**config.mk**
```make
export PLATFORM = sky130hd
export DESIGN_NAME = score_display_scan
export DESIGN_NICKNAME = d
export VERILOG_FILES = /design/src/rtl/score_disp_pkg.sv /design/src/rtl/bcd_to_seg.sv /design/src/rtl/score_display_scan.sv
export SDC_FILE = /design/constraint.sdc
export NUM_CORES = 1
export LEC_CHECK = 0
export BUFFER_PORTS_ARGS = -buffer_cell sky130_fd_sc_hd__buf_2
export CAP_MARGIN = 20
export CORE_MARGIN = 2
export CORE_UTILIZATION = 50
export CTS_CLUSTER_SIZE = 28
export DETAILED_ROUTE_END_ITERATION = 10
export PLACE_DENSITY = 0.8
export SYNTH_ARGS = -nofsm -noshare
export SYNTH_HDL_FRONTEND = slang
export SYNTH_SLANG_ARGS = --single-unit
export TNS_END_PERCENT = 20
```
**constraint.sdc**
```tcl
create_clock -name clk -period 2.6 [get_ports clk]
set_input_delay 0.13 -clock clk [delete_from_list [all_inputs] [get_ports clk]]
set_output_delay 0.13 -clock clk [all_outputs]
set_load 0.01 [all_outputs]
```
**src/rtl/score_disp_pkg.sv**
```systemverilog
`default_nettype none
// ============================================================================
//  Module   : score_disp_pkg
//  Purpose  : Shared constants for the score display scanner: active-low
//             7-segment patterns (gfedcba), default digit count and the
//             "all off" values driven on the anode/segment pins.
//  Ports    : none (package)
//  Revision : 1.0  initial release
// ============================================================================
package score_disp_pkg;

  localparam int DEFAULT_DIGITS = 4;

  // Active-low segment patterns, bit order {g,f,e,d,c,b,a}
  localparam logic [6:0] SEG_0     = 7'h40;
  localparam logic [6:0] SEG_1     = 7'h79;
  localparam logic [6:0] SEG_2     = 7'h24;
  localparam logic [6:0] SEG_3     = 7'h30;
  localparam logic [6:0] SEG_4     = 7'h19;
  localparam logic [6:0] SEG_5     = 7'h12;
  localparam logic [6:0] SEG_6     = 7'h02;
  localparam logic [6:0] SEG_7     = 7'h78;
  localparam logic [6:0] SEG_8     = 7'h00;
  localparam logic [6:0] SEG_9     = 7'h10;
  localparam logic [6:0] SEG_E     = 7'h06;
  localparam logic [6:0] SEG_BLANK = 7'h7F;

  // Pin values with everything switched off (active-low outputs)
  localparam logic [7:0] SEG_OFF    = 8'hFF;
  localparam logic       AN_OFF_BIT = 1'b1;

endpackage : score_disp_pkg
`default_nettype wire

```
**src/rtl/bcd_to_seg.sv**
```systemverilog
`default_nettype none
// ============================================================================
//  Module   : bcd_to_seg
//  Purpose  : Combinational BCD to active-low 7-segment encoder. Codes 10..15
//             display 'E'; the blank flag overrides the code.
//  Ports    : i_bcd   [3:0]  BCD digit
//             i_blank        1 = drive all segments off
//             o_seg   [6:0]  active-low pattern {g,f,e,d,c,b,a}
//  Revision : 1.0  initial release
// ============================================================================
module bcd_to_seg
  import score_disp_pkg::*;
(
  input  logic [3:0] i_bcd,
  input  logic       i_blank,
  output logic [6:0] o_seg
);

  always_comb begin
    o_seg = SEG_E;
    if (i_blank) begin
      o_seg = SEG_BLANK;
    end else begin
      case (i_bcd)
        4'd0:    o_seg = SEG_0;
        4'd1:    o_seg = SEG_1;
        4'd2:    o_seg = SEG_2;
        4'd3:    o_seg = SEG_3;
        4'd4:    o_seg = SEG_4;
        4'd5:    o_seg = SEG_5;
        4'd6:    o_seg = SEG_6;
        4'd7:    o_seg = SEG_7;
        4'd8:    o_seg = SEG_8;
        4'd9:    o_seg = SEG_9;
        default: o_seg = SEG_E;
      endcase
    end
  end

endmodule : bcd_to_seg
`default_nettype wire

```
**src/rtl/score_display_scan.sv**
```systemverilog
`default_nettype none
// ============================================================================
//  Module   : score_display_scan
//  Purpose  : Time-multiplexed common-anode 7-segment driver for a packed BCD
//             score. The score is snapshotted once per scan frame, leading
//             zeros can be blanked, non-BCD nibbles show 'E', and the display
//             blinks for BLINK_FRAMES frames after the score changes.
//  Ports    : clk                      system clock
//             rst                      asynchronous active-high reset
//             bcd_in      [4*DIGITS-1:0] packed BCD, digit 0 = LS nibble
//             display_en               0 = all anodes off (scan keeps running)
//             blank_en                 1 = leading-zero blanking
//             an          [DIGITS-1:0] anode enables, active-low
//             seg         [7:0]        {dp,g,f,e,d,c,b,a}, active-low
//             frame_pulse              one-cycle pulse at snapshot
//  Revision : 1.0  initial release
// ============================================================================
module score_display_scan
  import score_disp_pkg::*;
#(
  parameter int DIGITS       = DEFAULT_DIGITS,
  parameter int SCAN_DIV     = 50000,
  parameter int BLINK_FRAMES = 6
)(
  input  logic                  clk,
  input  logic                  rst,
  input  logic [4*DIGITS-1:0]   bcd_in,
  input  logic                  display_en,
  input  logic                  blank_en,
  output logic [DIGITS-1:0]     an,
  output logic [7:0]            seg,
  output logic                  frame_pulse
);

  localparam int c_PRESC_W = (SCAN_DIV > 1) ? $clog2(SCAN_DIV) : 1;
  localparam int c_IDX_W   = (DIGITS > 1) ? $clog2(DIGITS) : 1;
  localparam int c_BLINK_W = $clog2(BLINK_FRAMES + 1);

  localparam logic [c_PRESC_W-1:0] c_PRESC_LAST = c_PRESC_W'(SCAN_DIV - 1);
  localparam logic [c_IDX_W-1:0]   c_IDX_LAST   = c_IDX_W'(DIGITS - 1);
  localparam logic [c_BLINK_W-1:0] c_BLINK_LOAD = c_BLINK_W'(BLINK_FRAMES);
  localparam logic [DIGITS-1:0]    c_AN_ONE     = DIGITS'(1);
  localparam logic [DIGITS-1:0]    c_AN_OFF     = {DIGITS{AN_OFF_BIT}};

  logic [c_PRESC_W-1:0] r_presc;
  logic [c_IDX_W-1:0]   r_idx;
  logic [4*DIGITS-1:0]  r_shadow;
  logic [c_BLINK_W-1:0] r_blink_cnt;
  logic                 r_frame_pulse;
  logic [DIGITS-1:0]    r_an;
  logic [7:0]           r_seg;

  logic                 w_tick;
  logic                 w_frame_end;
  logic                 w_dark;
  logic [DIGITS-1:0]    w_zero_from;
  logic                 w_run;
  logic [3:0]           w_cur_digit;
  logic                 w_cur_blank;
  logic [6:0]           w_seg7;

  assign w_tick      = (r_presc == c_PRESC_LAST);
  assign w_frame_end = w_tick && (r_idx == c_IDX_LAST);
  // Odd blink counts are the dark frames; the count is loaded even so the
  // first frame after a change is lit and the final (zero) frame stays lit.
  assign w_dark      = !display_en || r_blink_cnt[0];

  // w_zero_from[i]: shadow digits i..DIGITS-1 are all zero. Built from the
  // most significant digit downwards as a running AND.
  always_comb begin
    w_zero_from = '0;
    w_run       = 1'b1;
    for (int i = DIGITS - 1; i >= 0; i--) begin
      w_run          = w_run & (r_shadow[4*i +: 4] == 4'd0);
      w_zero_from[i] = w_run;
    end
  end

  // Select the digit for the current scan slot; digit 0 is never blanked.
  always_comb begin
    w_cur_digit = 4'd0;
    w_cur_blank = 1'b0;
    for (int i = 0; i < DIGITS; i++) begin
      if (r_idx == c_IDX_W'(i)) begin
        w_cur_digit = r_shadow[4*i +: 4];
        w_cur_blank = blank_en && (i != 0) && w_zero_from[i];
      end
    end
  end

  bcd_to_seg u_bcd_to_seg (
    .i_bcd   (w_cur_digit),
    .i_blank (w_cur_blank),
    .o_seg   (w_seg7)
  );

  // Scan timing: prescaler, digit index, snapshot and blink counter
  always_ff @(posedge clk or posedge rst) begin
    if (rst) begin
      r_presc       <= '0;
      r_idx         <= '0;
      r_shadow      <= '0;
      r_blink_cnt   <= '0;
      r_frame_pulse <= 1'b0;
    end else begin
      r_presc       <= w_tick ? '0 : r_presc + 1'b1;
      r_frame_pulse <= w_frame_end;
      if (w_tick) begin
        r_idx <= (r_idx == c_IDX_LAST) ? '0 : r_idx + 1'b1;
      end
      if (w_frame_end) begin
        r_shadow <= bcd_in;
        // A fresh change restarts the blink even if one is in progress
        if (bcd_in != r_shadow) begin
          r_blink_cnt <= c_BLINK_LOAD;
        end else if (r_blink_cnt != '0) begin
          r_blink_cnt <= r_blink_cnt - 1'b1;
        end
      end
    end
  end

  // Registered pin drivers, one cycle behind idx/shadow
  always_ff @(posedge clk or posedge rst) begin
    if (rst) begin
      r_an  <= c_AN_OFF;
      r_seg <= SEG_OFF;
    end else begin
      r_an  <= w_dark ? c_AN_OFF : ~(c_AN_ONE << r_idx);
      r_seg <= {1'b1, (w_dark ? SEG_BLANK : w_seg7)};
    end
  end

  assign an          = r_an;
  assign seg         = r_seg;
  assign frame_pulse = r_frame_pulse;

endmodule : score_display_scan
`default_nettype wire

```
==> metrics.md, run 1 <==
| Metric | Value |
|---|---|
| Status | `complete, no violations` |
| Synth cell types | `44` |
| Worst Setup End Kind | `flip-flop` |
| Sequential share of the synthesized area | `0.481` |
| Critical path data required time | `2800 ps` |
| Setup crit start kind | `flip-flop` |
| Area growth syn-to-layout | `12.1%` |
| Hold Path Class | `primary input to flip-flop` |
| Avg WL per Cell | `between 10 and 15 um` |
| Post-layout net count | `about 310` |
| Antenna cells | `0` |
| Clock transition at path regs | `around 80 ps` |
| Crit-path slowest cell | `ha_1` |
| Setup TNS Final | `0 ps` |
| Most common cell in the netlist | `dfrtp_1` |
| Pin count of the biggest net entering global routing | `50` |
| Clk_lat worst skew | `slightly below 300 ps` |
| Primary FF master, synth | `dfrtp_1` |
| Critical Path AT | `roughly 2400 ps` |
| Post-layout minimum cycle time | `~2200 ps` |
| Syn_area_per_cell | `~11 um2` |
| HPWL Detailed | `around 3400 um` |
| #FFs+latches synth | `49` |
| CP Max Fanout | `18` |
| Power Dens Cells | `around 470 nW/um2` |
| FP Rows | `26` |
| GRT overflow | `0` |
| Leakage | `~0.0013 uW` |
| Ys Warns | `0` |
| Core Box Area | `a little over 5000 um2` |
| Post-Synthesis Cells | `243` |
| CTS resizes | `0` |
| Post-Syn Area | `~2600 um2` |
| Rel. slew slack | `0.556` |
| DR pass1 iterations | `4` |
| Tot GR Track Use | `0.176` |
| # DRC | `0` |
| Post-synth top area share | `0.369` |
| Routed WL | `4580 um` |
| Cell Chain, Critical Path | `ha_1 > a221oi_1 > a21oi_1 > inv_1 > ha_1 > or3_1 > o311ai_1` |
| Achievable Freq | `456 MHz` |
| Max-cap viol count | `0` |
| TritonCTS Buffers | `5` |
| Port buffer count | `31` |
| Largest cells by area after synthesis | `dfrtp_1 (37%), dfstp_2 (11%), xor2_1 (8.8%)` |
| Fin. max-slew vios | `0` |
| Ports | `33` |
| Initial core utilization | `0.511` |
| Clock sink count | `around 50` |
| Finish-stage setup viols | `0` |
| Final hold vios | `0` |
| Htree depth | `2` |
| Period utilization | `0.844` |
| Ys async rst share | `1.00` |
| RSZ-0062 raised after global routing | `false` |
| Initial antenna violation count | `0` |
| CP most frequent cell | `ha_1` |
| Root Buffer | `clkbuf_8` |
| Least-Margin Pin Slew | `between 600 and 700 ps` |
| Vias in the first global route | `approximately 1700` |
| Share of layout cells above drive strength 1 | `0.260` |
| Final core occ | `0.573` |
| Synth area leader | `dfrtp_1` |
| Post-synth top cells | `dfrtp_1 (38), xor2_1 (26), nand2_1 (19)` |
| CTS Buffer Depth | `2` |
| Max VDD drop | `around 330 uV` |
| Via count | `between 1500 and 2000` |
| Clk_skew | `roughly 4.7 ps` |
| Setup Crit Path Kind | `flip-flop to flip-flop` |
| TritonCTS clock tree | `yes` |
| Width of the die | `around 76 um` |
| Net Count, Synth | `between 200 and 300` |
| EDFF count, synth | `0` |
| First-pass GRT wire length | `about 7700 um` |
| Die Y | `75.8 um` |
| CP peak stage delay | `roughly 600 ps` |
| Die Area | `approximately 5700 um2` |
| Vias per Instance | `slightly above 5` |
| Placer Congestion | `just over 0.9` |
| Drt initial violations | `65` |
| Antenna Nets Post-Route | `0` |
## layout make-up
type                       instances  area, um2
clock buffer                       8       90.1
fill                             433       2150
inverter                          14       52.6
multi-input combinational        171       1220
sequential                        49       1240
tap                               70       87.6
timing repair buffer              35        200
## power breakdown
| part | switching (uW) | internal (uW) | total (uW) |
|---|---|---|---|
| sequential | 13.7 | 786 | 800 |
| combinational | 63.8 | 53.0 | 117 |
| clock | 227 | 217 | 444 |
| total | 305 | 1060 | 1360 |
## metal layers
metal | vias up | wire, um | global-route usage
met3 | 13 | 166 | 0.0357
met5 | - | 0 | 0
met1 | 843 | 2050 | 0.219
met4 | 0 | 103 | 0.0643
met2 | 34 | 2260 | 0.303
li1 | 894 | - | -
## kinds of logic (layout without fill, tap and decap cells)
logic type                 Yosys count  count (layout)  synth area share
and+or+nand+nor                     74              74             0.152
DFF                                 49              49             0.481
xor gates and xnor gates            28              28            0.0951
AOI/OAI and AO/OA                   39              39            0.0937
buffers and inverters               23              57            0.0456
muxes                               17              17            0.0723
other                                1               1           0.00145
adders and majority gates           12              12            0.0583
## flip-flops by register name, indices dropped and copies added, names as in the netlist
name	count
r_presc	16
r_shadow	16
seg	7
an	4
r_blink_cnt	3
r_idx	2
frame_pulse	1
## path summary, 6_finish.rpt
path / from / end / cells past startpoint / slack (ps)
setup / recovery: r_idx[0] / seg[4] / 7 / 410
hold / removal: bcd_in[12] / r_shadow[12] / 2 / 90
setup reg to reg: r_idx[0] / seg[4] / 7 / 410
hold reg to reg: r_presc[0] / r_presc[0] / 1 / 470
max in group asynchronous: rst / seg[2] / 4 / 1760
min in group asynchronous: rst / r_presc[6] / 3 / 310
## worst max-delay path: cells and delay by family, from the launching register on
family / cells / cell delay (ps)
AND/OR/NAND/NOR: 1 / 360
flip-flops: 1 / 400
buffers and inverters: 1 / 90
adder cells (fa/ha/maj): 2 / 820
AO/OA/AOI/OAI: 3 / 430
## timing repair
item                                   CTS  global route
setup buffers                            0             0
setup endpoints to repair                0             0
endpoints found under the hold margin    0            11
hold buffers                             0             1
## layout by cell type (no fill, tap or decap), drive strengths merged, types with 8 or more instances in the layout
cell,synthesis,routed
xor2,26,26
o21ai,16,16
nor2,16,16
dfstp,11,11
a21oi,12,12
ha,12,12
mux2,13,13
buf,8,34
nand2,20,20
clkbuf,1,8
inv,14,14
nand3,8,8
dfrtp,38,38
## metrics by stage
step / instance area [um2] / instances / worst slack (ps) / hold slack, ps / power [uW]
2_1_floorplan: 2580 / 243 / 440 / 269 / 882
3_3_place_gp: 2770 / 337 / 522 / 390 / 925
3_5_place_dp: 2770 / 337 / 442 / 395 / 928
4_1_cts: 2860 / 345 / 398 / 85.9 / 1370
5_1_grt: 2890 / 347 / 244 / 79.6 / 1430
6_report: 2890 / 347 / 405 / 90.6 / 1360
Power figures use the tool's default switching activity.
==> run 2, diff against run 1 <==
==> constraint.sdc (replaced) <==
create_clock -name clk -period 2.1 [get_ports clk]
set_input_delay 0.105 -clock clk [delete_from_list [all_inputs] [get_ports clk]]
set_output_delay 0.105 -clock clk [all_outputs]
set_load 0.01 [all_outputs]
==> run 2 against run 1 <==
  * Non-clock buffer count is 5 higher
  * Global-route usage is 0.32 points lower
  * Count of clock-buffer cells in the layout fell by 2
  * First-iteration DRC count rose to 2.6 times the previous value
  * Worst setup slack got worse by 320 ps
  * Critical endpoint unchanged
  * Utilization increased by 1.2 points
  * Via count up 5.2%
  * Largest power group unchanged
  * Clock power grew 32%
==> metrics.md, run 2 (synthesis gave the netlist of run 1 again) <==
| Metric | Value |
|---|---|
| Setup Crit Path Kind | `flip-flop to flip-flop` |
| Tot GR Track Use | `0.173 (-0.00319)` |
| Initial core utilization | `0.511 (unchanged)` |
| Achievable Freq | `496 MHz (+8.8%)` |
| DR pass1 iterations | `4 (unchanged)` |
| Worst Setup End Kind | `flip-flop` |
| Commonest non-fill, non-tap cell in the layout | `dfrtp_1` |
| Area occupied by multi-input gates | `1250 um2 (+2.6%)` |
| Worst Hold Path Cells | `2 (unchanged)` |
| Period utilization | `0.961 (+0.117)` |
| Core Box Area | `5040 um2 (unchanged)` |
| Final core occ | `0.586 (+0.0124)` |
| Antenna Nets Post-Route | `0 (unchanged)` |
| Width of the die | `75.8 um (unchanged)` |
| Die Area | `5740 um2 (unchanged)` |
| HP Start | `bcd_in[12]` |
| Leakage | `0.00138 uW (+2.2%)` |
| Clock sink count | `49 (unchanged)` |
| Hold Path Class | `primary input to flip-flop` |
| Power Dens Cells | `582 nW/um2 (+24%)` |
| Pin count of the biggest net entering global routing | `50 (unchanged)` |
| Area growth syn-to-layout | `14.6%` |
| Commonest non-fill, non-tap cells in the layout | `dfrtp_1 (38), buf_2 (31), xor2_1 (26), nand2_1 (19), nor2_1 (16)` |
| Htree depth | `2 (unchanged)` |
| CP Max Fanout | `7 (-11)` |
| Setup crit start kind | `flip-flop` |
| Port buffer count | `31 (unchanged)` |
| Post-layout net count | `313 (+1.6%)` |
| FILL cells | `384 (-11%)` |
| Max-cap viol count | `0 (unchanged)` |
| HPWL Detailed | `3400 um (about the same)` |
| Via count | `1877 (+5.2%)` |
| GRT overflow | `0 (unchanged)` |
| Routed WL | `4750 um (+3.7%)` |
| Final hold vios | `0 (unchanged)` |
| First-pass GRT wire length | `7470 um (-3.4%)` |
| Rel. slew slack | `0.608 (+0.0515)` |
| Antenna cells | `0 (unchanged)` |
| Critical Path AT | `2230 ps (-170 ps)` |
| Share of layout cells above drive strength 1 | `0.305 (+0.0450)` |
| Least-Margin Pin Slew | `588 ps (-77.3 ps)` |
| Reg2reg setup slack | `80 ps (-320 ps)` |
| Placer Congestion | `0.912 (-0.66%)` |
| TritonCTS Buffers | `5 (unchanged)` |
| Die Y | `75.8 um (unchanged)` |
| Inst Count DP | `341 (+1.2%)` |
| Clk_skew | `5.81 ps (+1.12 ps)` |
| Critical path data required time | `2310 ps (-490 ps)` |
| CTS Buffer Depth | `2 (unchanged)` |
| Vias in the first global route | `1594 (-8.5%)` |
| # DRC | `0 (unchanged)` |
| Number of cells on the worst reg-to-reg path | `9 (+2)` |
| Ports | `33 (unchanged)` |
| Fin cells | `352 (+1.4%)` |
| Status | `complete, no violations` |
| Initial antenna violation count | `0 (unchanged)` |
| Launch point of the worst reg-to-reg path | `r_idx[1]` |
| Post-layout minimum cycle time | `2020 ps (-177 ps)` |
| Crit Reg-Reg Endpoint | `seg[4]` |
| FP Rows | `26 (unchanged)` |
| Vias per Instance | `5.33 (+3.7%)` |
| TritonCTS clock tree | `yes` |
| Hold Crit Endpoint | `r_shadow[12]` |
| Finish-stage setup viols | `0 (unchanged)` |
| Max VDD drop | `370 uV (+12%)` |
| Drt initial violations | `169 (+160%)` |
| Sequential cell area | `1240 um2 (unchanged)` |
| Clock transition at path regs | `90 ps (about the same)` |
| Fin. max-slew vios | `0 (unchanged)` |
| Clk_lat worst skew | `310 ps (+20 ps)` |
| Root Buffer | `clkbuf_8` |
| Avg WL per Cell | `13.5 um (+2.2%)` |
==> run 2: cell count changes in the layout (fill, tap and decap cells not counted), moves of 2 or more <==
cell,previous run,this run
buf_4,2,8
a21oi_1,11,9
clkbuf_1,2,0
ha_1,12,9
ha_2,0,2
a21oi_2,1,3
==> run 2: metal layers <==
| metal | GRT usage | routed length [um] | vias up |
|---|---|---|---|
| met3 | 0.0450 | 233 | 7 |
| met5 | 0 | 0 | - |
| met1 | 0.248 | 2300 | 917 |
| met4 | 0.0585 | 73 | 0 |
| li1 | - | - | 907 |
| met2 | 0.255 | 2140 | 46 |
==> run 2: stage by stage <==
stage               setup TNS [ps]  power (uW)  worst slack, ps  cell area, um2  hold slack, ps
detailed placement           -1.70        1150            -1.70            2800             291
finish                           0        1720             82.2            2950            48.9
global route                 -16.2        1790            -8.26            2950            41.8
floorplan                        0        1090             58.9            2580             244
global placement                 0        1150             89.1            2800             291
CTS                              0        1730             14.6            2920            46.9
==> run 2: how the worst max path moves through the flow <==
stage	from	to	slack [ps]	cells past startpoint
final	r_idx[1]	seg[4]	80	9
after global routing	r_idx[1]	seg[4]	-8	9
after CTS	r_idx[0]	seg[4]	10	9
after detailed placement	r_idx[0]	seg[4]	-2	9
after global placement	r_idx[0]	seg[4]	90	9
after floorplan	r_idx[0]	seg[4]	60	8
==> run 2: cell type report <==
type                            instances  share of cell area
Clock buffer                            6              0.0280
Clock inverter                          2             0.00466
Inverter                               14              0.0178
Multi-Input combinational cell        171               0.424
Sequential cell                        49               0.420
Tap cell                               70              0.0297
Timing Repair Buffer                   40              0.0763
==> run 2: worst max-delay path, stage by stage (launching register included) <==
cell	delay, ps
dfrtp_1	390
inv_1	100
ha_2	250
nand3b_1	150
a221oi_2	70
a21oi_2	210
inv_1	90
ha_1	210
or3_1	370
o311ai_1	90
==> run 2: report_power, final <==
group / total [uW] / internal [uW] / leakage (uW) / switching (uW)
combinational: 145 / 64.9 / 0.000751 / 79.6
sequential: 991 / 973 / 0.000573 / 17.8
clock: 584 / 267 / 0.0000512 / 317
==> run 2: timing repair <==
item / CTS / global route
gates resized for setup: 2 / 6
setup endpoints to repair: 1 / 7
endpoints found under the hold margin: 38 / 0
hold buffers: 1 / 0
pin swaps: 1 / 2
buffers inserted: 0 / 2
